`src/rtl/io_bus_if.sv`:
```
// MCS IO bus signal bundle: initiator (master) drives strobes/address/data,
// responder (slave) returns read data and a one-cycle ready pulse.
interface io_bus_if;
  logic        IO_AE;
  logic        IO_RE;
  logic        IO_WE;
  logic [31:0] IO_SA;
  logic [3:0]  IO_BYTES;
  logic [31:0] IO_DOUT;
  logic [31:0] IO_DIN;
  logic        IO_READY;

  modport master (output IO_AE, IO_RE, IO_WE, IO_SA, IO_BYTES, IO_DOUT,
                  input  IO_DIN, IO_READY);
  modport slave  (input  IO_AE, IO_RE, IO_WE, IO_SA, IO_BYTES, IO_DOUT,
                  output IO_DIN, IO_READY);
endinterface

```
`src/rtl/io_bus_responder.sv`:
```
// MCS IO bus responder: windowed register bank (ID, scratch, compare timer, LED, keys).
// Define IO_RESP_IRQ_EN to add the irq output and the CTRL.irqen bit.
module io_bus_responder #(
  parameter logic [31:0] BASE_ADDR   = 32'hC000_0000,
  parameter logic [31:0] ADDR_MASK   = 32'hFFFF_FFE0,
  parameter logic [31:0] ID_VALUE    = 32'h1057_0001,
  parameter int          WAIT_STATES = 0,
  parameter int          LED_W       = 4
) (
  input  logic             clk,
  input  logic             rst,
  io_bus_if.slave          bus,
  output logic [LED_W-1:0] led,
  input  logic [LED_W-1:0] key
`ifdef IO_RESP_IRQ_EN
  ,
  output logic             irq
`endif
);

  typedef enum logic [1:0] {S_IDLE, S_WAIT, S_ACK} state_t;

`ifdef IO_RESP_IRQ_EN
  localparam logic [2:0] CTRL_MASK = 3'b111;
`else
  localparam logic [2:0] CTRL_MASK = 3'b011;
`endif
  localparam logic [3:0] WS_LAST = 4'(WAIT_STATES - 1);

  state_t      state, state_n;
  logic [3:0]  wcnt, wcnt_n;
  logic        latch;
  logic [2:0]  idx_q;
  logic [3:0]  be_q;
  logic [31:0] wd_q;
  logic        re_q, we_q;

  logic [31:0] scratch, count, compare;
  logic [2:0]  ctrl;
  logic        st_hit;
  logic [LED_W-1:0] key_s1, key_s2;
  logic [31:0] rdata;
  logic        ack, wr, match;

  function automatic logic [31:0] merge(input logic [31:0] old_v, input logic [31:0] new_v,
                                        input logic [3:0] be);
    logic [31:0] r;
    r = old_v;
    for (int i = 0; i < 4; i++)
      if (be[i]) r[i*8 +: 8] = new_v[i*8 +: 8];
    return r;
  endfunction

  wire win_hit = (bus.IO_SA & ADDR_MASK) == BASE_ADDR;

  always_ff @(posedge clk) begin
    if (rst) begin
      state <= S_IDLE;
      wcnt  <= '0;
    end else begin
      state <= state_n;
      wcnt  <= wcnt_n;
    end
  end

  always_comb begin
    state_n = state;
    wcnt_n  = wcnt;
    latch   = 1'b0;
    case (state)
      S_IDLE:
        if (bus.IO_AE && win_hit) begin
          latch   = 1'b1;
          wcnt_n  = '0;
          state_n = (WAIT_STATES == 0) ? S_ACK : S_WAIT;
        end
      S_WAIT:
        if (wcnt == WS_LAST) state_n = S_ACK;
        else                 wcnt_n  = wcnt + 4'd1;
      S_ACK:   state_n = S_IDLE;
      default: state_n = S_IDLE;
    endcase
  end

  always_ff @(posedge clk) begin
    if (rst) begin
      idx_q <= '0;
      be_q  <= '0;
      wd_q  <= '0;
      re_q  <= 1'b0;
      we_q  <= 1'b0;
    end else if (latch) begin
      idx_q <= bus.IO_SA[4:2];
      be_q  <= bus.IO_BYTES;
      wd_q  <= bus.IO_DOUT;
      re_q  <= bus.IO_RE;
      we_q  <= bus.IO_WE;
    end
  end

  assign ack   = (state == S_ACK);
  assign wr    = ack && we_q;
  assign match = ctrl[0] && (count == compare);

  always_ff @(posedge clk) begin
    if (rst) begin
      scratch <= '0;
      compare <= '0;
      count   <= '0;
      ctrl    <= '0;
      st_hit  <= 1'b0;
      led     <= '0;
      key_s1  <= '0;
      key_s2  <= '0;
    end else begin
      key_s1 <= key;
      key_s2 <= key_s1;
      if (wr && idx_q == 3'd1) scratch <= merge(scratch, wd_q, be_q);
      if (wr && idx_q == 3'd5) compare <= merge(compare, wd_q, be_q);
      if (wr && idx_q == 3'd2 && be_q[0]) ctrl <= wd_q[2:0] & CTRL_MASK;
      if (wr && idx_q == 3'd6 && be_q[0]) led <= wd_q[LED_W-1:0];
      // Bus write wins over reload/increment in the same cycle
      if (wr && idx_q == 3'd4)  count <= merge(count, wd_q, be_q);
      else if (match && ctrl[1]) count <= '0;
      else if (ctrl[0])          count <= count + 32'd1;
      // A fresh hit survives a concurrent W1C
      st_hit <= match | (st_hit & ~(wr && idx_q == 3'd3 && be_q[0] && wd_q[0]));
    end
  end

`ifdef IO_RESP_IRQ_EN
  always_ff @(posedge clk) begin
    if (rst) irq <= 1'b0;
    else     irq <= st_hit & ctrl[2];
  end
`endif

  always_comb begin
    rdata = '0;
    case (idx_q)
      3'd0: rdata = ID_VALUE;
      3'd1: rdata = scratch;
      3'd2: rdata = {29'd0, ctrl};
      3'd3: rdata = {31'd0, st_hit};
      3'd4: rdata = count;
      3'd5: rdata = compare;
      3'd6: rdata = {{(32-LED_W){1'b0}}, led};
      3'd7: rdata = {{(32-LED_W){1'b0}}, key_s2};
      default: rdata = '0;
    endcase
  end

  // Zero outside the ack cycle so several responders can be ORed together
  assign bus.IO_DIN   = (ack && re_q) ? rdata : 32'd0;
  assign bus.IO_READY = ack;

endmodule

```
`src/flat_wrapper.sv`:
```
// flat-port wrapper written by rule: the top's interface ports become plain ports
module io_bus_responder_flat 
#(
  parameter logic [31:0] BASE_ADDR   = 32'hC000_0000,
  parameter logic [31:0] ADDR_MASK   = 32'hFFFF_FFE0,
  parameter logic [31:0] ID_VALUE    = 32'h1057_0001,
  parameter int          WAIT_STATES = 0,
  parameter int          LED_W       = 4
)
  (clk, rst, led, key, bus_IO_AE, bus_IO_RE, bus_IO_WE, bus_IO_SA, bus_IO_BYTES, bus_IO_DOUT, bus_IO_DIN, bus_IO_READY);
  io_bus_if bus_i ();
  input  logic clk;
  input  logic rst;
  output logic [LED_W-1:0] led;
  input  logic [LED_W-1:0] key;
  input wire logic [$bits(bus_i.IO_AE)-1:0] bus_IO_AE;
  input wire logic [$bits(bus_i.IO_RE)-1:0] bus_IO_RE;
  input wire logic [$bits(bus_i.IO_WE)-1:0] bus_IO_WE;
  input wire logic [$bits(bus_i.IO_SA)-1:0] bus_IO_SA;
  input wire logic [$bits(bus_i.IO_BYTES)-1:0] bus_IO_BYTES;
  input wire logic [$bits(bus_i.IO_DOUT)-1:0] bus_IO_DOUT;
  output wire logic [$bits(bus_i.IO_DIN)-1:0] bus_IO_DIN;
  output wire logic [$bits(bus_i.IO_READY)-1:0] bus_IO_READY;
  assign bus_i.IO_AE = bus_IO_AE;
  assign bus_i.IO_RE = bus_IO_RE;
  assign bus_i.IO_WE = bus_IO_WE;
  assign bus_i.IO_SA = bus_IO_SA;
  assign bus_i.IO_BYTES = bus_IO_BYTES;
  assign bus_i.IO_DOUT = bus_IO_DOUT;
  assign bus_IO_DIN = bus_i.IO_DIN;
  assign bus_IO_READY = bus_i.IO_READY;
  io_bus_responder #(.BASE_ADDR(BASE_ADDR), .ADDR_MASK(ADDR_MASK), .ID_VALUE(ID_VALUE), .WAIT_STATES(WAIT_STATES), .LED_W(LED_W)) u_core (.clk(clk), .rst(rst), .bus(bus_i), .led(led), .key(key));
endmodule
```
`config.mk`:
```
export PLATFORM = sky130hd
export DESIGN_NAME = io_bus_responder_flat
export DESIGN_NICKNAME = d
export VERILOG_FILES = /design/src/rtl/io_bus_if.sv /design/src/rtl/io_bus_responder.sv /design/src/flat_wrapper.sv
export SDC_FILE = /design/constraint.sdc
export NUM_CORES = 1
export LEC_CHECK = 0
export CORE_UTILIZATION = 60
export CTS_CLUSTER_DIAMETER = 60
export CTS_CLUSTER_SIZE = 40
export DETAILED_ROUTE_END_ITERATION = 16
export DONT_BUFFER_PORTS = 1
export MAX_ROUTING_LAYER = met4
export PLACE_DENSITY_LB_ADDON = 0.08
export SLEW_MARGIN = 25
export SYNTH_ARGS = -nofsm -noshare
export SYNTH_HDL_FRONTEND = slang
export SYNTH_SLANG_ARGS = --single-unit
export TNS_END_PERCENT = 1
```
`constraint.sdc`:
```
create_clock -name clk -period 2.9 [get_ports clk]
set_input_delay 0.58 -clock clk [delete_from_list [all_inputs] [get_ports clk]]
set_output_delay 0.58 -clock clk [all_outputs]
set_load 0.02 [all_outputs]
```
==> impl_results.md <==
* Least-Margin Pin Slew at 627 ps
* Synth Instances at 947
* Final Hold Viols at 0
* Layout cells sized above 1 at 13.0%
* Highest clock rate at 369 MHz
* Worst path bufs/invs at 2
* Cells on worst reg2reg path at 6
* FF+latch area at 3060 um^2
* Power Density at about 520 nW/um^2
* Max cap viols at 0
* Global route overflow at 0
* Vias in the first global route at 6916
* Status: completed
* RSZ-0062 raised after global routing: no
* CP most frequent cell: a21oi_1
* Commonest non-fill, non-tap cell in the layout: dfxtp_1
* Post-synth EDFFs at 0
* Setup Viol. Count Final at 0
* Final net count at 1036
* N_diodes at 0
* Die area at 13200 um^2
* H-Tree Depth at 4
* Gpl congestion at 0.907
* Starting Density at 62.6%
* Min-delay worst type: input port to register
* Power after layout at 4.46 mW
* Mapped Area at roughly 7600 um^2
* Worst skew pair latency at 430 ps
* Hpwl dp at 16100 um
* Required @ worst endpoint at approximately 2300 ps
* Total wire length at 22800 um
* DRC Markers at 0
* CP max FO at 8
* Worst endpoint data arrival time at 2130 ps
* Clock Sinks at 153
* Area of the multi-input gates at 4260 um^2
* Initial drt markers at ~880
* CTS tree: built
* Worst-case vdd ir drop at 0.399 mV
* CP peak stage delay at about 410 ps
* Synth Net Count at approximately 1000
* CTS root buf: clkbuf_16
* Leakage at 3.07 nW
* Min Tclk post-route at 2710 ps
* # IOs at 114
* Worst Skew at between 7 and 8 ps
* Global-route wire length before repair at 35800 um
* Critical path depth at 6
* Largest net degree at the start of global routing at 138
* Port Buffers at 0
* Worst slew margin at 58.2%
* Reg clk slew, reported paths at 70 ps
* Most frequent cells in the layout: 152 x dfxtp_1, 122 x nand2_1, 108 x nor2_1, 101 x a21oi_1, 74 x nand3_1
* Fill count at 1027
* Post-synth ARST share at 0%
* Slowest stage cell, crit path: or3_1
* Synth Flop Type: dfxtp_1
* Setup CP Type: register to output pin
* Max-slew violations at 0
* Bufs on Longest Clock Path at 2
* Core Rows at 40
* Register area share after synthesis at 40.1%
* Hold_buf cts at 0
* Number of unique standard cell types used by synthesis at between 50 and 60
* Crit share post-route at just over 90%
* CTS resizes at 0
* Area Growth Syn to Fin at 12.9%
* Postcts setup bufs at 0
* GRT Total Usage at 36.7%
* CP startpoint kind: register
* Final TNS setup at 0 ps
* Hold-critical path depth at 1
* Post-DRT Antenna Nets at 0
* Worst path cell trace: clkinv_1 > or3_1 > a21oi_1 > a31oi_1 > a21oi_1 > buf_4
* Die extent in x at 115 um
* CP top delay family: compound AO/OA/AOI/OAI gates
* TritonCTS Buffers at 17
* Routed wire length per instance at about 20 um
* Flops & latches, synth at 153
* 1st-pass router iterations at 6
* Type of destination of the critical path: output pin
* DR vias at 7254
* Die Y at 115 um
* Area of the core at 12200 um^2
* Initial antenna violation count at 0
* Vias/cell at roughly 6.4
* Yosys warns at 0
* Mean post-synth cell area at 8.07 um^2
## per-stage QoR
step / hold slack [ps] / instance area, um^2 / std cells / utilization (%) / setup slack [ps]
after floorplan: 414 / 7640 / 947 / - / 512
after global placement: 419 / 8040 / 1107 / 65.9 / 306
after detailed placement: 424 / 8040 / 1107 / 65.9 / 291
after CTS: 209 / 8630 / 1139 / 70.7 / 207
after global routing: 194 / 8630 / 1139 / 70.7 / 58.8
final: 212 / 8630 / 1139 / 70.7 / 191
## report_power, final
group / switching (mW) / total [mW] / internal [mW]
logic: 0.0381 / 0.0770 / 0.0390
clock network: 0.939 / 2.24 / 1.30
registers: 0.0249 / 2.14 / 2.12
total: 1.00 / 4.46 / 3.46
## layout make-up
class                           instances  area share (%)
Clock inverter                         12            1.64
Clock buffer                           20            5.18
Timing Repair Buffer                   62            5.39
Tap cell                              168            2.44
Inverter                               12           0.522
Sequential cell                       153            35.5
Multi-Input combinational cell        712            49.3
## cell usage after synthesis (2+ instances only)
| master | number | area (um^2) |
|---|---|---|
| mux2_2 | 21 | 236 |
| or3_1 | 7 | 43.8 |
| xnor2_1 | 5 | 43.8 |
| nand3_1 | 74 | 370 |
| o311ai_0 | 3 | 26.3 |
| a32oi_1 | 4 | 35.0 |
| nor2b_1 | 10 | 62.6 |
| a211oi_1 | 2 | 15.0 |
| o21ba_2 | 2 | 20.0 |
| a22oi_1 | 24 | 180 |
| o2bb2ai_1 | 2 | 17.5 |
| buf_1 | 6 | 22.5 |
| o221ai_1 | 6 | 52.6 |
| clkbuf_1 | 55 | 206 |
| or4_1 | 2 | 15.0 |
| nand3b_1 | 2 | 15.0 |
| a21oi_1 | 101 | 505 |
| dfxtp_1 | 153 | 3060 |
| o41ai_1 | 3 | 26.3 |
| nor4b_1 | 2 | 17.5 |
| nor4_1 | 15 | 93.8 |
| mux2i_1 | 64 | 641 |
| o211a_1 | 2 | 20.0 |
| o22ai_1 | 5 | 31.3 |
| a31oi_1 | 6 | 37.5 |
| mux4_2 | 3 | 67.6 |
| nor2_1 | 112 | 420 |
| and3_1 | 6 | 37.5 |
| nand2b_1 | 3 | 18.8 |
| nand4_1 | 14 | 87.6 |
| xor2_1 | 28 | 245 |
| o21ai_0 | 20 | 100 |
| o211ai_1 | 2 | 15.0 |
| a22o_1 | 2 | 17.5 |
| buf_2 | 6 | 30.0 |
| buf_6 | 3 | 33.8 |
| nand2_1 | 122 | 458 |
| nor3_1 | 20 | 100 |
| and4_1 | 5 | 43.8 |
| inv_1 | 11 | 41.3 |
## sequential cells by signal, summed over array words and instances (netlist names), 4 cells and up
register / count
u_core.key_s1: 4
u_core.scratch: 32
u_core.count: 32
u_core.led: 4
u_core.wd_q: 32
u_core.key_s2: 4
u_core.compare: 32
u_core.be_q: 4
## cell families after synthesis
logic type      synth area share, %
compound gates                 15.5
xor+xnor                       3.78
fa+ha+maj                     0.164
buf+inv                        4.42
flops                          40.1
mux                            12.4
simple gates                   23.7
## metal layers
| metal | GRT usage, % | vias to the layer above | wire length (um) |
|---|---|---|---|
| li1 | - | 3382 | - |
| met1 | 46.1 | 3458 | 9610 |
| met2 | 56.1 | 338 | 10800 |
| met3 | 8.49 | 76 | 1580 |
| met4 | 16.7 | 0 | 830 |
| met5 | - | - | 0 |
## final timing paths
| check | from | endpoint | slack (ps) |
|---|---|---|---|
| hold reg to reg | u_core.key_s1[1]$_SDFF_PP0_ | u_core.key_s2[1]$_SDFF_PP0_ | 450 |
| setup reg to reg | u_core.count[5]$_SDFFE_PP0P_ | u_core.count[16]$_SDFFE_PP0P_ | 220 |
| hold / removal | rst | u_core.wd_q[18]$_SDFFE_PP0P_ | 210 |
| setup / recovery | u_core.idx_q[1]$_SDFFE_PP0P_ | bus_IO_DIN[0] | 190 |
Power figures use the tool's default switching activity.
